## src/rtl/simmem_row_delay_unit.sv

```systemverilog
// Single-bank DRAM row-buffer timing model: classifies each request as a row hit,
// a closed-row access or a row conflict, then holds the completion for cost + AxLen cycles.
module simmem_row_delay_unit #(
  parameter int AddrWidth         = 16,
  parameter int RowBufferLenWidth = 8,
  parameter int IdWidth           = 4,
  parameter int LenWidth          = 8,
  parameter int RowHitCost        = 10,
  parameter int PrechargeCost     = 50,
  parameter int ActivationCost    = 45,
  parameter int StatWidth         = 16
) (
  input  logic                 clk_i,
  input  logic                 rst_i,
  input  logic                 in_valid_i,
  output logic                 in_ready_o,
  input  logic [AddrWidth-1:0] in_addr_i,
  input  logic [LenWidth-1:0]  in_len_i,
  input  logic [IdWidth-1:0]   in_id_i,
  input  logic                 in_is_write_i,
  output logic                 done_valid_o,
  input  logic                 done_ready_i,
  output logic [IdWidth-1:0]   done_id_o,
  output logic                 done_is_write_o,
  output logic                 done_row_hit_o,
  output logic [StatWidth-1:0] row_hits_o,
  output logic [StatWidth-1:0] row_misses_o
);

  // Worst case 105 + 255 = 360 fits in 10 bits, so the delay sum never wraps.
  localparam int CntWidth = 10;
  localparam logic [CntWidth-1:0] HitCost      = CntWidth'(RowHitCost);
  localparam logic [CntWidth-1:0] ClosedCost   = CntWidth'(ActivationCost + RowHitCost);
  localparam logic [CntWidth-1:0] ConflictCost =
    CntWidth'(PrechargeCost + ActivationCost + RowHitCost);

  typedef enum logic [1:0] {
    IDLE,
    COUNT,
    DONE
  } state_e;

  state_e                state;
  logic [CntWidth-1:0]   cnt;
  logic                  row_open;
  logic [AddrWidth-1:0]  open_row;
  logic [AddrWidth-1:0]  req_row;
  logic                  req_hit;
  logic                  req_closed;
  logic [CntWidth-1:0]   req_cost;
  logic [CntWidth-1:0]   req_delay;
  logic                  accept;

  function automatic logic [StatWidth-1:0] sat_inc(input logic [StatWidth-1:0] v);
    return (&v) ? v : v + StatWidth'(1);
  endfunction

  // Row index kept at full address width; the shifted-in upper bits are always zero.
  assign req_row    = in_addr_i >> RowBufferLenWidth;
  assign req_hit    = row_open && (req_row == open_row);
  assign req_closed = !row_open;

  always_comb begin
    req_cost = ConflictCost;
    if (req_hit) begin
      req_cost = HitCost;
    end else if (req_closed) begin
      req_cost = ClosedCost;
    end
  end

  assign req_delay    = req_cost + CntWidth'(in_len_i);
  assign accept       = in_valid_i && (state == IDLE);
  assign in_ready_o   = (state == IDLE);
  assign done_valid_o = (state == DONE);

  always_ff @(posedge clk_i or posedge rst_i) begin
    if (rst_i) begin
      state           <= IDLE;
      cnt             <= '0;
      row_open        <= 1'b0;
      open_row        <= '0;
      done_id_o       <= '0;
      done_is_write_o <= 1'b0;
      done_row_hit_o  <= 1'b0;
      row_hits_o      <= '0;
      row_misses_o    <= '0;
    end else begin
      case (state)
        IDLE: begin
          if (accept) begin
            // Loading delay-1 makes DONE appear exactly `delay` edges after acceptance.
            cnt             <= req_delay - CntWidth'(1);
            done_id_o       <= in_id_i;
            done_is_write_o <= in_is_write_i;
            done_row_hit_o  <= req_hit;
            open_row        <= req_row;
            row_open        <= 1'b1;
            state           <= COUNT;
            if (req_hit) begin
              row_hits_o <= sat_inc(row_hits_o);
            end else begin
              row_misses_o <= sat_inc(row_misses_o);
            end
          end
        end
        COUNT: begin
          if (cnt == '0) begin
            state <= DONE;
          end else begin
            cnt <= cnt - CntWidth'(1);
          end
        end
        DONE: begin
          if (done_ready_i) begin
            state <= IDLE;
          end
        end
        default: state <= IDLE;
      endcase
    end
  end

endmodule

```

## config.mk

```make
export PLATFORM = sky130hd
export DESIGN_NAME = simmem_row_delay_unit
export DESIGN_NICKNAME = d
export VERILOG_FILES = /design/src/rtl/simmem_row_delay_unit.sv
export SDC_FILE = /design/constraint.sdc
export NUM_CORES = 1
export LEC_CHECK = 0
export CAP_MARGIN = 10
export CORE_MARGIN = 10
export CORE_UTILIZATION = 55
export DETAILED_ROUTE_END_ITERATION = 12
export HOLD_SLACK_MARGIN = 0.15
export PLACE_DENSITY = 0.88
export SLEW_MARGIN = 0
export SYNTH_ARGS = -nofsm -noshare
export SYNTH_HDL_FRONTEND = slang
export SYNTH_SLANG_ARGS = --single-unit
export TNS_END_PERCENT = 30
```

## constraint.sdc

```tcl
create_clock -name clk_i -period 5.1 [get_ports clk_i]
set_input_delay 1.275 -clock clk_i [delete_from_list [all_inputs] [get_ports clk_i]]
set_output_delay 1.275 -clock clk_i [all_outputs]
set_load 0.01 [all_outputs]
```

# After elaboration in Yosys (flattened, before gate mapping)
# Cells that the tools add are included.
[totals]
reg_bits = 59
input_bits = 33
output_inout_bits = 40
word_cells = 45
[op_classes]
add_sub_neg = 5
n_eq_ne = 7
mux = 9
bitwise_logic = 3
reduce_logical = 12
[op_table]
columns = ["operator", "n"]
rows = [
  ["16-bit by 1-bit adder with 16-bit output, second input constant", 2],
  ["16-bit AND reduction", 2],
  ["10-bit 2-to-1 mux", 3],
  ["10-bit one-hot mux with 2 select lines", 1],
  ["10-bit by 1-bit subtractor with 10-bit output, second input constant", 2],
  ["10-bit by 8-bit adder with 10-bit output", 1],
  ["10-bit zero test", 1],
  ["8-bit == test", 1],
  ["4-bit AND reduction", 2],
  ["7-bit 2-to-1 mux", 1],
  ["2-bit 2-to-1 mux", 3],
  ["2-bit one-hot mux with 3 select lines", 1],
  ["3-bit AND reduction", 2],
  ["2-bit by 1-bit inequality test with 1-bit output, second input constant", 2],
  ["2-bit inequality test, second input constant", 2],
  ["1-bit NOT", 3],
  ["2-bit by 1-bit == test with 1-bit output, second input constant", 1],
  ["2-bit == test, second input constant", 1],
  ["1-bit logical AND", 2],
  ["2-bit zero test", 1],
  ["2-bit AND reduction", 1],
  ["2-bit nonzero test", 1],
]

# Logic depth before layout (Yosys ltp)
# Gate-level depths: netlist of the first run.
[logic_depth]
ltp_word = 7
mapped_depth = 15

# Worst setup path before layout of the first run
# OpenSTA, ideal clock, no wires.
[synth_path]
kind = "input port to flip-flop"
from = "input in_addr_i[14]"
to = "register cnt[7]"
t_arrival_ns = 3.638
required_time_ns = 4.970
path_slack_ns = 1.332
path_stages = 15
path_cell_list = "xor2_1 > nor4_2 > nand4_1 > clkbuf_1 > inv_1 > ha_1 > inv_1 > ha_1 > inv_1 > fa_1 > nor2b_1 > o31a_1 > o21ai_0 > nor4b_1 > nor3_1"
[synth_between]
elab_chain_cells = 7
[synth_rtl]
columns = ["element", "line_no", "rtl"]
rows = [
  ["start, declared", "17", "input logic [AddrWidth-1:0] in_addr_i,"],
  ["8-bit == test", "60", "assign req_hit = row_open && (req_row == open_row);"],
  ["1-bit logical AND", "60", ""],
  ["via req_hit", "48", "logic req_hit;"],
  ["10-bit 2-to-1 mux", "65", "if (req_hit) begin"],
  ["10-bit by 8-bit adder with 10-bit output", "72", "assign req_delay = req_cost + CntWidth'(in_len_i);"],
  ["10-bit by 1-bit subtractor with 10-bit output", "93", "cnt <= req_delay - CntWidth'(1);"],
  ["10-bit 2-to-1 mux", "91", "if (accept) begin"],
  ["10-bit one-hot mux with 2 select lines", "89", "case (state)"],
  ["end signal, assigned", "93", ""],
  ["end signal, assigned", "111", "cnt <= cnt - CntWidth'(1);"],
  ["end, declared", "44", "logic [CntWidth-1:0] cnt;"],
]
# The timed path passes the listed nets, and every way through them passes these cells. The select of a mux whose other input is x is not followed.
# A chain may end at the register's enable or synchronous reset.

# Worst setup path after layout of the first run
[layout_path]
from = "input in_addr_i[14]"
to = "register cnt[7]"
[layout_between]
elab_chain_cells = 7
[layout_rtl]
columns = ["element", "line_no"]
rows = [
  ["8-bit == test", "60"],
  ["1-bit logical AND", "60"],
  ["10-bit 2-to-1 mux", "65"],
  ["10-bit by 8-bit adder with 10-bit output", "72"],
  ["10-bit by 1-bit subtractor with 10-bit output", "93"],
  ["10-bit 2-to-1 mux", "91"],
  ["10-bit one-hot mux with 2 select lines", "89"],
]
# Every way passes these cells. The select of a mux whose other input is x is not followed.

==> results of run 1 <==
area by class of cell:
type,count,share of cell area [%]
sequential,59,33.6
clock inverter,5,1.71
multi-input combinational,271,41.0
timing repair buffer,68,15.2
tap,75,2.13
inverter,34,2.90
clock buffer,11,3.44
critical path, delay by kind of cell:
kind                     cells  cell delay, ns
adder cells (fa/ha/maj)      3            0.69
buffers and inverters        4            0.62
XOR/XNOR                     1            0.17
AO/OA/AOI/OAI                2            0.52
AND/OR/NAND/NOR              6            1.00
power groups by stage:
| stage | registers, mW | clock network, mW | logic [mW] |
|---|---|---|---|
| floorplan | 0.685 | 0 | 0.389 |
| global route | 0.701 | 0.509 | 0.653 |
| global placement | 0.683 | 0 | 0.555 |
| detailed placement | 0.693 | 0 | 0.576 |
| finish | 0.686 | 0.485 | 0.576 |
| CTS | 0.685 | 0.490 | 0.582 |
cells in the final DEF (no fill, tap or decap), types with 7 or more instances in the layout:
master	n
clkdlybuf4s50_1	64
dfrtp_1	59
nand2_1	54
inv_1	33
xor2_1	23
nor2_1	20
ha_1	19
xnor2_1	18
nand4_1	16
nand3_1	16
and3_1	11
nor3_1	11
clkbuf_8	11
o21ai_0	10
a21oi_1	9
nor4_1	7
per-layer routing:
metal,wire (um),part of all wire [%]
met5,0,0
met3,722,9.2
met2,3710,47
met4,117,1.5
met1,3300,42
through the flow:
step	total power [mW]	setup slack [ns]	util, %
after global routing	1.86	0.750	73.0
after global placement	1.24	0.781	69.3
after CTS	1.76	1.08	73.0
after detailed placement	1.27	0.718	69.3
final	1.75	1.07	73.0
after floorplan	1.07	1.33	-
Yosys cell counts (2+ instances only):
library cell  number
buf_2              2
and4_1             4
dfrtp_1           59
nor4b_1            3
nand4_1           16
a31oi_1            4
nor3_1            11
nand3_1           16
a21oi_1            9
a211oi_1           3
nor3b_1            4
o21ai_0           10
o21a_1             2
mux2_2             2
xor2_1            23
o211ai_1           3
nor2b_1            4
nor4_1             7
inv_1             34
nor2_1            20
xnor2_1           18
and3_1            11
ha_1              19
or3_1              3
clkbuf_1           9
nand2_1           54
state kept, by name, indices dropped and copies added (netlist names):
name / cells
row_open: 1
open_row: 8
done_row_hit_o: 1
done_is_write_o: 1
state: 2
row_hits_o: 16
cnt: 10
done_id_o: 4
row_misses_o: 16
cell families (layout without fill, tap and decap cells):
logic type	Yosys count	in the layout	share of synthesized area, %
buffers and inverters	47	118	5.38
DFF	59	59	42.6
muxes	3	3	0.939
and+or+nand+nor	163	163	24.6
xor gates and xnor gates	41	41	10.4
AOI/OAI and AO/OA	44	44	8.67
adders and majority gates	20	20	7.44
worst paths after layout:
path	start	depth (start not counted)	end	slack, ns
worst max-delay path	in_addr_i[14]	16	cnt[7]	1.07
worst min-delay path	row_hits_o[7]	1	row_hits_o[7]	0.48
worst max register to register	open_row[6]	15	cnt[7]	2.04
worst min register to register	row_hits_o[7]	1	row_hits_o[7]	0.48
max in group asynchronous	rst_i	3	row_misses_o[6]	2.94
min in group asynchronous	rst_i	2	row_misses_o[4]	1.35
==> impl_metrics.py, run 1 <==
metrics = {
    "setup_path": {
        "crit_chain": "clkdlybuf4s50_1 -> xor2_1 -> nor4_2 -> nand3_1 -> nand2_1 -> inv_1 -> ha_1 -> inv_1 -> ha_1 -> inv_1 -> fa_1 -> nor2b_1 -> o31a_1 -> o21ai_0 -> nor4b_1 -> nor3_1",
        "endpoint_kind": "flop",
        "crit_slowest_cell": "clkdlybuf4s50_1",
        "worstPathRequired_ns": 5.32,
        "startpoint_type": "input port",
        "path_class": "input port to flop",
        "cp.arrival_ns": 4.25,
        "path_max_fanout": 3,
        "crit_top_cell": "inv_1",
        "cpPeakStageDelay_ns": 0.44,
    },
    "route": {
        "vias": 2893,
        "drtIter0Drc": 123,
        "drt_wl_total_um": 7850,
        "drtAntennaViolNets": 0,
        "via_per_inst": 5.53,
        "drc": 0,
        "drt-wirelength-per-cell_um": 15.0,
        "first_pass_iters": 4,
    },
    "grt": {
        "grt_max_degree": 33,
        "use_met1_pct": 18.7,
        "grt_pass1_wl_um": 13600,
        "use_met2_pct": 26.6,
        "grt_overflow_total": 0,
        "top_usage_layer": "met2",
        "met3_usage_pct": 7.27,
        "antenna_found_initial": 0,
        "globalRouteTotalUtil_pct": 16.4,
        "grt_pass1_vias": 2963,
    },
    "placed_design": {
        "postPlaceCellArea_um2": 4170,
        "dp_hpwl_um": 5680,
        "placed_cells": 507,
        "place_congestion": 0.790,
        "portBuffers": 64,
    },
    "sta": {
        "setup_viol": 0,
        "finalCritPeriodShare_pct": 79.0,
        "max_clock_freq_mhz": 248,
        "rsz0062_at_grt": "false",
        "hold_violations": 0,
        "maxSlewViolCount": 0,
        "layout_min_cycle_time_ns": 4.03,
        "worst_pin_slew_ns": 0.965,
        "slew_headroom_pct": 35.4,
        "finalSetupTns_ns": 0,
        "finalHoldWorstSlack_ns": 0.478,
        "clock_skew_ns": 0.00791,
    },
    "synthesis": {
        "synth_area_um2": 3460,
        "synth_area_leaders": "dfrtp_1, ha_1, nand2_1",
        "seq_area_frac_synth_pct": 42.6,
        "ys_ff_latch": 59,
        "ys_types": 53,
        "synthFlopType": "dfrtp_1",
        "synth_top_cell_by_area": "dfrtp_1",
        "synth_area_per_cell_um2": 9.19,
        "synth-edff-count": 0,
        "syn_inst": 377,
        "synth_top_area_share_pct": 42.6,
        "yosys_warnings": 0,
        "synth_nets": 430,
        "async_flop_share_pct": 100,
    },
    "run_status": {
        "status": "finished, final reports clean",
    },
    "floorplanning": {
        "dieArea_um2": 9870,
        "die_height_um": 99.4,
        "num_rows": 28,
        "dieWidth_um": 99.4,
        "io_pins": 73,
        "start_util_pct": 57.5,
        "fp.coreArea_um2": 6030,
    },
    "job": {
        "drv_cap": 0,
    },
    "cells_and_area": {
        "drive_gt1_share_pct": 7.14,
        "fill_cells": 445,
        "nets": 496,
        "n_antenna_cell": 0,
        "fin_area_um2": 4400,
        "regArea_um2": 1480,
        "area_delta_synth_final_pct": 27.1,
        "layoutNonFillerInstCount": 523,
        "multi_input_area_um2": 1810,
    },
    "cts": {
        "path_clk_slew_ns": 0.07,
        "cts_tree": "done",
        "cts_buffers": 9,
        "post_cts_resized": 0,
        "cts-htree-levels": 3,
        "clock_path_buffers": 2,
        "insertion_delay_ns": 0.34,
        "postCtsHoldBufs": 0,
        "cts_setup_buffers": 0,
        "cts.sinks": 59,
        "root_buffer": "clkbuf_8",
    },
    "power": {
        "pwr-share-comb_pct": 33.0,
        "p_int_mw": 1.15,
        "p_sw_mw": 0.598,
        "p_per_area_nw_per_um2": 397,
        "p_seq_share_pct": 39.3,
        "power.share.clock_pct": 27.8,
        "p_leak_nw": 2.07,
        "ir_worst_vdd_v": 0.000317,
        "netSwitchingFraction_pct": 34.2,
    },
    "hold_path": {
        "hold_class": "flop to flop",
    },
}
Power figures use the tool's default switching activity.
==> run 2, diff against run 1 <==
- CORE_UTILIZATION: 55 -> 51
- PLACE_DENSITY: 0.88 -> 0.83
- clock period: 5.1 -> 3.9 ns (I/O delays scaled with it)
==> run 2 against run 1 <==
Compared with the run above:
- critical path depth is the same
- die area grew 6.2%
- sequential power grew 31%
- final cell count increased by 1.7%
- hold slack improved by 0.0068 ns
- combinational power grew 35%
- clock power up 40%
- critical path type unchanged
- critical endpoint is now cnt[9]
- largest power group unchanged
==> impl_metrics.py, run 2 (synthesis gave the netlist of run 1 again) <==
metrics = {
    "run_status": {
        "status": "finished, final reports clean",
    },
    "sta": {
        "rsz0062_at_grt": "false",
        "finalHoldWorstSlack_ns": 0.485,
        "worst_pin_slew_ns": 0.928,
        "clock_skew_ns": 0.0132,
        "setup_viol": 0,
        "hold_violations": 0,
        "finalCritPeriodShare_pct": 93.9,
        "maxSlewViolCount": 0,
        "postLayoutSetupSlackWorst_ns": 0.240,
        "slew_headroom_pct": 37.9,
        "finalSetupTns_ns": 0,
        "max_clock_freq_mhz": 273,
        "layout_min_cycle_time_ns": 3.66,
    },
    "cts": {
        "cts_tree": "done",
        "cts.sinks": 59,
        "cts_buffers": 9,
        "clock_path_buffers": 2,
        "postCtsHoldBufs": 0,
        "cts-htree-levels": 3,
        "root_buffer": "clkbuf_8",
        "insertion_delay_ns": 0.34,
        "path_clk_slew_ns": 0.07,
    },
    "setup_path": {
        "worstPathRequired_ns": 4.11,
        "path_max_fanout": 3,
        "startpoint_type": "input port",
        "cp.arrival_ns": 3.87,
        "path_class": "input port to flop",
        "endpoint_kind": "flop",
    },
    "cells_and_area": {
        "finish.utilization_pct": 69.3,
        "drive_gt1_share_pct": 8.57,
        "n_antenna_cell": 0,
        "fin_area_um2": 4480,
        "layoutNonFillerInstCount": 532,
        "area_delta_synth_final_pct": 29.3,
        "final_cell_mix": "clkdlybuf4s50_1, dfrtp_1, nand2_1",
        "final_common_cell": "clkdlybuf4s50_1",
        "reg_top3": "row_hits_o: 16 flops, row_misses_o: 16 flops, cnt: 10 flops",
        "nets": 503,
    },
    "placed_design": {
        "dp_slack_ns": -0.178,
        "portBuffers": 64,
        "postPlaceCellArea_um2": 4230,
        "dp_hpwl_um": 5920,
        "placed_cells": 516,
        "place_congestion": 0.845,
    },
    "power": {
        "p_int_mw": 1.55,
        "ir_worst_vdd_v": 0.000343,
        "p_seq_share_pct": 38.1,
        "power.share.clock_pct": 28.9,
        "p_total_mw": 2.35,
        "p_per_area_nw_per_um2": 525,
        "p_sw_mw": 0.803,
        "netSwitchingFraction_pct": 34.2,
        "pwr-share-comb_pct": 33.0,
        "p_leak_nw": 2.10,
    },
    "route": {
        "drtIter0Drc": 186,
        "first_pass_iters": 7,
        "drtAntennaViolNets": 0,
        "drt-wirelength-per-cell_um": 15.4,
        "via_per_inst": 5.62,
        "vias": 2990,
        "drt_wl_total_um": 8170,
        "drc": 0,
    },
    "floorplanning": {
        "dieWidth_um": 102,
        "num_rows": 29,
        "die_height_um": 102,
        "start_util_pct": 53.6,
        "dieArea_um2": 10500,
        "fp.coreArea_um2": 6460,
        "io_pins": 73,
    },
    "grt": {
        "antenna_found_initial": 0,
        "grt_pass1_wl_um": 13700,
        "grt_pass1_vias": 2987,
        "globalRouteTotalUtil_pct": 16.2,
        "grt_overflow_total": 0,
        "grt_max_degree": 33,
    },
    "hold_path": {
        "hold_class": "flop to flop",
    },
    "job": {
        "drv_cap": 0,
    },
}
[run 2: cell count changes in the layout (fill, tap and decap cells not counted), sizes merged]
cell / delta
buf: +7
bufinv: +1
clkbuf: -1
clkinv: -2
clkinvlp: +2
[run 2: timing repair]
action                     4_1_cts  5_1_grt
resized for setup                0        2
buffers inserted                 0        0
setup endpoints to repair        0        2
[run 2: area by class of cell]
class	count	area, um2
clock buffers	10	128
clock inverters	6	114
fillers	498	1980
inverters	34	128
multi-input cells	271	1810
flip-flops and latches	59	1480
well taps	77	96.3
repair buffers	75	723
[run 2: final timing paths]
| path | cells past startpoint | startpoint | slack, ns | end |
|---|---|---|---|---|
| worst min-delay path | 2 | done_id_o[1] | 0.48 | done_id_o[1] |
| worst max register to register | 15 | open_row[6] | 0.89 | cnt[9] |
| min in group asynchronous | 2 | rst_i | 1.04 | row_hits_o[9] |
| worst max-delay path | 16 | in_addr_i[14] | 0.24 | cnt[9] |
| worst min register to register | 2 | done_id_o[1] | 0.48 | done_id_o[1] |
| max in group asynchronous | 3 | rst_i | 2.16 | row_misses_o[2] |
[run 2: worst max-delay path: stages]
cell and delay (ns):
clkdlybuf4s50_1 0.43, xor2_1 0.16, nor4_2 0.33, nand3_1 0.11
nand2_1 0.11, inv_1 0.05, ha_1 0.27, inv_1 0.06
ha_1 0.16, inv_1 0.06, fa_1 0.38, nor2b_1 0.15
o31a_1 0.17, o21ai_1 0.10, a21oi_1 0.22, o211ai_1 0.13
[run 2: power groups by stage]
stage               logic, mW  registers, mW  clock network [mW]
finish                  0.777          0.896               0.679
global route            0.870          0.918               0.717
CTS                     0.780          0.895               0.689
detailed placement      0.766          0.904                   0
global placement        0.739          0.894                   0
floorplan               0.509          0.896                   0
[run 2: metal layers]
metal  up-vias  GRT usage (%)  share of wire (%)
li1       1447              -                  -
met1      1423           18.3                 41
met2       112           26.9                 49
met3         8           7.76                 10
met4         0           4.45               0.83
met5         -              0                  0
==> run 3, diff against run 2 <==
- CORE_UTILIZATION: 51 -> 55
- DONT_BUFFER_PORTS: default -> 1
- PLACE_DENSITY: 0.83 -> 0.73
==> run 3 against run 2 <==
Compared with the run above:
- sequential share of layout area increased by 6.6 points
- via count down 12%
- critical path type unchanged
- power is 12% lower
- critical path depth shrank 1
- sequential cell count unchanged
==> impl_metrics.py, run 3 (synthesis gave the netlist of run 1 again) <==
metrics = {
    "setup_path": {
        "path_class": "input port to flop",
        "cp.arrival_ns": 3.52,
        "cpPeakStageDelay_ns": 0.34,
        "crit_chain": "xor2_1 -> nor4_2 -> nand3_1 -> nand2_1 -> inv_1 -> ha_1 -> inv_1 -> ha_1 -> inv_1 -> fa_1 -> nor2b_1 -> o31a_1 -> o21ai_0 -> nor4b_1 -> nor3_1",
        "critPathTopFamily": "simple AND/OR/NAND/NOR gates",
        "crit_slowest_cell": "nor4_2",
        "crit_top_cell": "inv_1",
        "worstRegToRegCells": 15,
        "rr_endpoint": "cnt[7]",
        "startpoint_type": "input port",
        "path_buf_inv": 3,
        "worstPathRequired_ns": 4.11,
        "path_max_fanout": 3,
        "worstReg2RegStart": "open_row[6]",
        "endpoint_kind": "flop",
        "reg2reg_slack_ns": 0.80,
    },
    "sta": {
        "finalSetupTns_ns": 0,
        "slew_headroom_pct": 35.9,
        "maxSlewViolCount": 0,
        "hold_violations": 0,
        "worst_pin_slew_ns": 0.958,
        "finalCritPeriodShare_pct": 84.7,
        "layout_min_cycle_time_ns": 3.30,
        "max_clock_freq_mhz": 303,
        "rsz0062_at_grt": "false",
        "finalHoldWorstSlack_ns": 0.497,
        "postLayoutSetupSlackWorst_ns": 0.596,
        "setup_viol": 0,
        "clock_skew_ns": 0.00564,
    },
    "power": {
        "p_sw_mw": 0.744,
        "ir_worst_vdd_v": 0.000349,
        "netSwitchingFraction_pct": 36.0,
        "p_total_mw": 2.07,
        "power.share.clock_pct": 26.3,
        "p_per_area_nw_per_um2": 553,
        "p_int_mw": 1.32,
        "p_seq_share_pct": 44.8,
        "pwr-share-comb_pct": 28.8,
        "p_leak_nw": 1.82,
    },
    "route": {
        "drc": 0,
        "first_pass_iters": 4,
        "drt-wirelength-per-cell_um": 15.9,
        "drtIter0Drc": 104,
        "vias": 2632,
        "drt_wl_total_um": 7330,
        "via_per_inst": 5.72,
        "drtAntennaViolNets": 0,
    },
    "grt": {
        "grt_pass1_wl_um": 12500,
        "antenna_found_initial": 0,
        "grt_max_degree": 41,
        "grt_pass1_vias": 2628,
        "globalRouteTotalUtil_pct": 15.3,
        "grt_overflow_total": 0,
    },
    "floorplanning": {
        "dieArea_um2": 9870,
        "fp.coreArea_um2": 6030,
        "num_rows": 28,
        "dieWidth_um": 99.4,
        "start_util_pct": 57.5,
        "die_height_um": 99.4,
        "io_pins": 73,
    },
    "run_status": {
        "status": "finished, final reports clean",
    },
    "cells_and_area": {
        "fin_area_um2": 3730,
        "area_delta_synth_final_pct": 7.84,
        "reg_top3": "row_hits_o: 16 flops, row_misses_o: 16 flops, cnt: 10 flops",
        "nets": 433,
        "multi_input_area_um2": 1810,
        "final_cell_mix": "dfrtp_1, nand2_1, inv_1",
        "drive_gt1_share_pct": 8.31,
        "fill_cells": 531,
        "regArea_um2": 1480,
        "n_antenna_cell": 0,
        "final_common_cell": "dfrtp_1",
        "layoutNonFillerInstCount": 460,
        "finish.utilization_pct": 62.0,
    },
    "cts": {
        "cts-htree-levels": 3,
        "cts_setup_buffers": 0,
        "root_buffer": "clkbuf_8",
        "cts.sinks": 59,
        "post_cts_resized": 0,
        "postCtsHoldBufs": 0,
        "cts_tree": "done",
        "cts_buffers": 9,
        "path_clk_slew_ns": 0.06,
        "clock_path_buffers": 2,
        "insertion_delay_ns": 0.34,
    },
    "hold_path": {
        "hold_class": "flop to flop",
        "min_from": "open_row[1]",
        "hold_path_end": "open_row[1]",
        "hold_depth": 2,
    },
    "placed_design": {
        "dp_slack_ns": 0.250,
        "placed_cells": 444,
        "portBuffers": 0,
        "dp_hpwl_um": 5410,
        "place_congestion": 0.770,
        "postPlaceCellArea_um2": 3540,
    },
    "job": {
        "drv_cap": 0,
    },
}
-- run 3: cell count changes in the layout (fill, tap and decap cells not counted), sizes merged --
cell and change:
bufinv -2, clkbuf +1, clkinvlp -1, clkinv +2, clkdlybuf4s50 -64, buf -6
-- run 3: worst register-to-register path, delay by kind of cell (launching register included) --
family / cells / cell delay [ns]
adders and majority gates: 3 / 0.69
DFF: 1 / 0.39
AOI/OAI and AO/OA: 2 / 0.54
and+or+nand+nor: 6 / 1.00
buffers and inverters: 3 / 0.17
xor gates and xnor gates: 1 / 0.17
-- run 3: worst max path at each step --
stage | from | slack [ns] | cells after the start | end
floorplan | in_addr_i[14] | 0.43 | 15 | cnt[7]
global placement | in_addr_i[14] | 0.36 | 15 | cnt[7]
detailed placement | in_addr_i[14] | 0.25 | 15 | cnt[7]
CTS | in_addr_i[14] | 0.61 | 15 | cnt[7]
global route | in_addr_i[14] | 0.36 | 15 | cnt[7]
finish | in_addr_i[14] | 0.60 | 15 | cnt[7]
-- run 3: area by class of cell --
type                    count  area share [%]
flip-flops and latches     59            39.5
clock inverters             5            1.41
inverters                  34            3.42
multi-input cells         271            48.3
repair buffers              5            1.01
clock buffers              11            3.79
well taps                  75            2.51
-- run 3: per-layer routing --
layer	part of all wire (%)	track usage (%)
met1	42	17.2
met2	47	24.0
met3	9.1	7.75
met4	1.2	6.06
met5	0	0
-- run 3: power by group through the flow --
stage                     Clock [mW]  Combinational, mW  Sequential, mW
after floorplan                    0              0.509           0.896
after global placement             0              0.575           0.930
after detailed placement           0              0.598           0.936
after CTS                      0.561              0.599           0.928
after global routing           0.582              0.694           0.950
final                          0.544              0.596           0.926
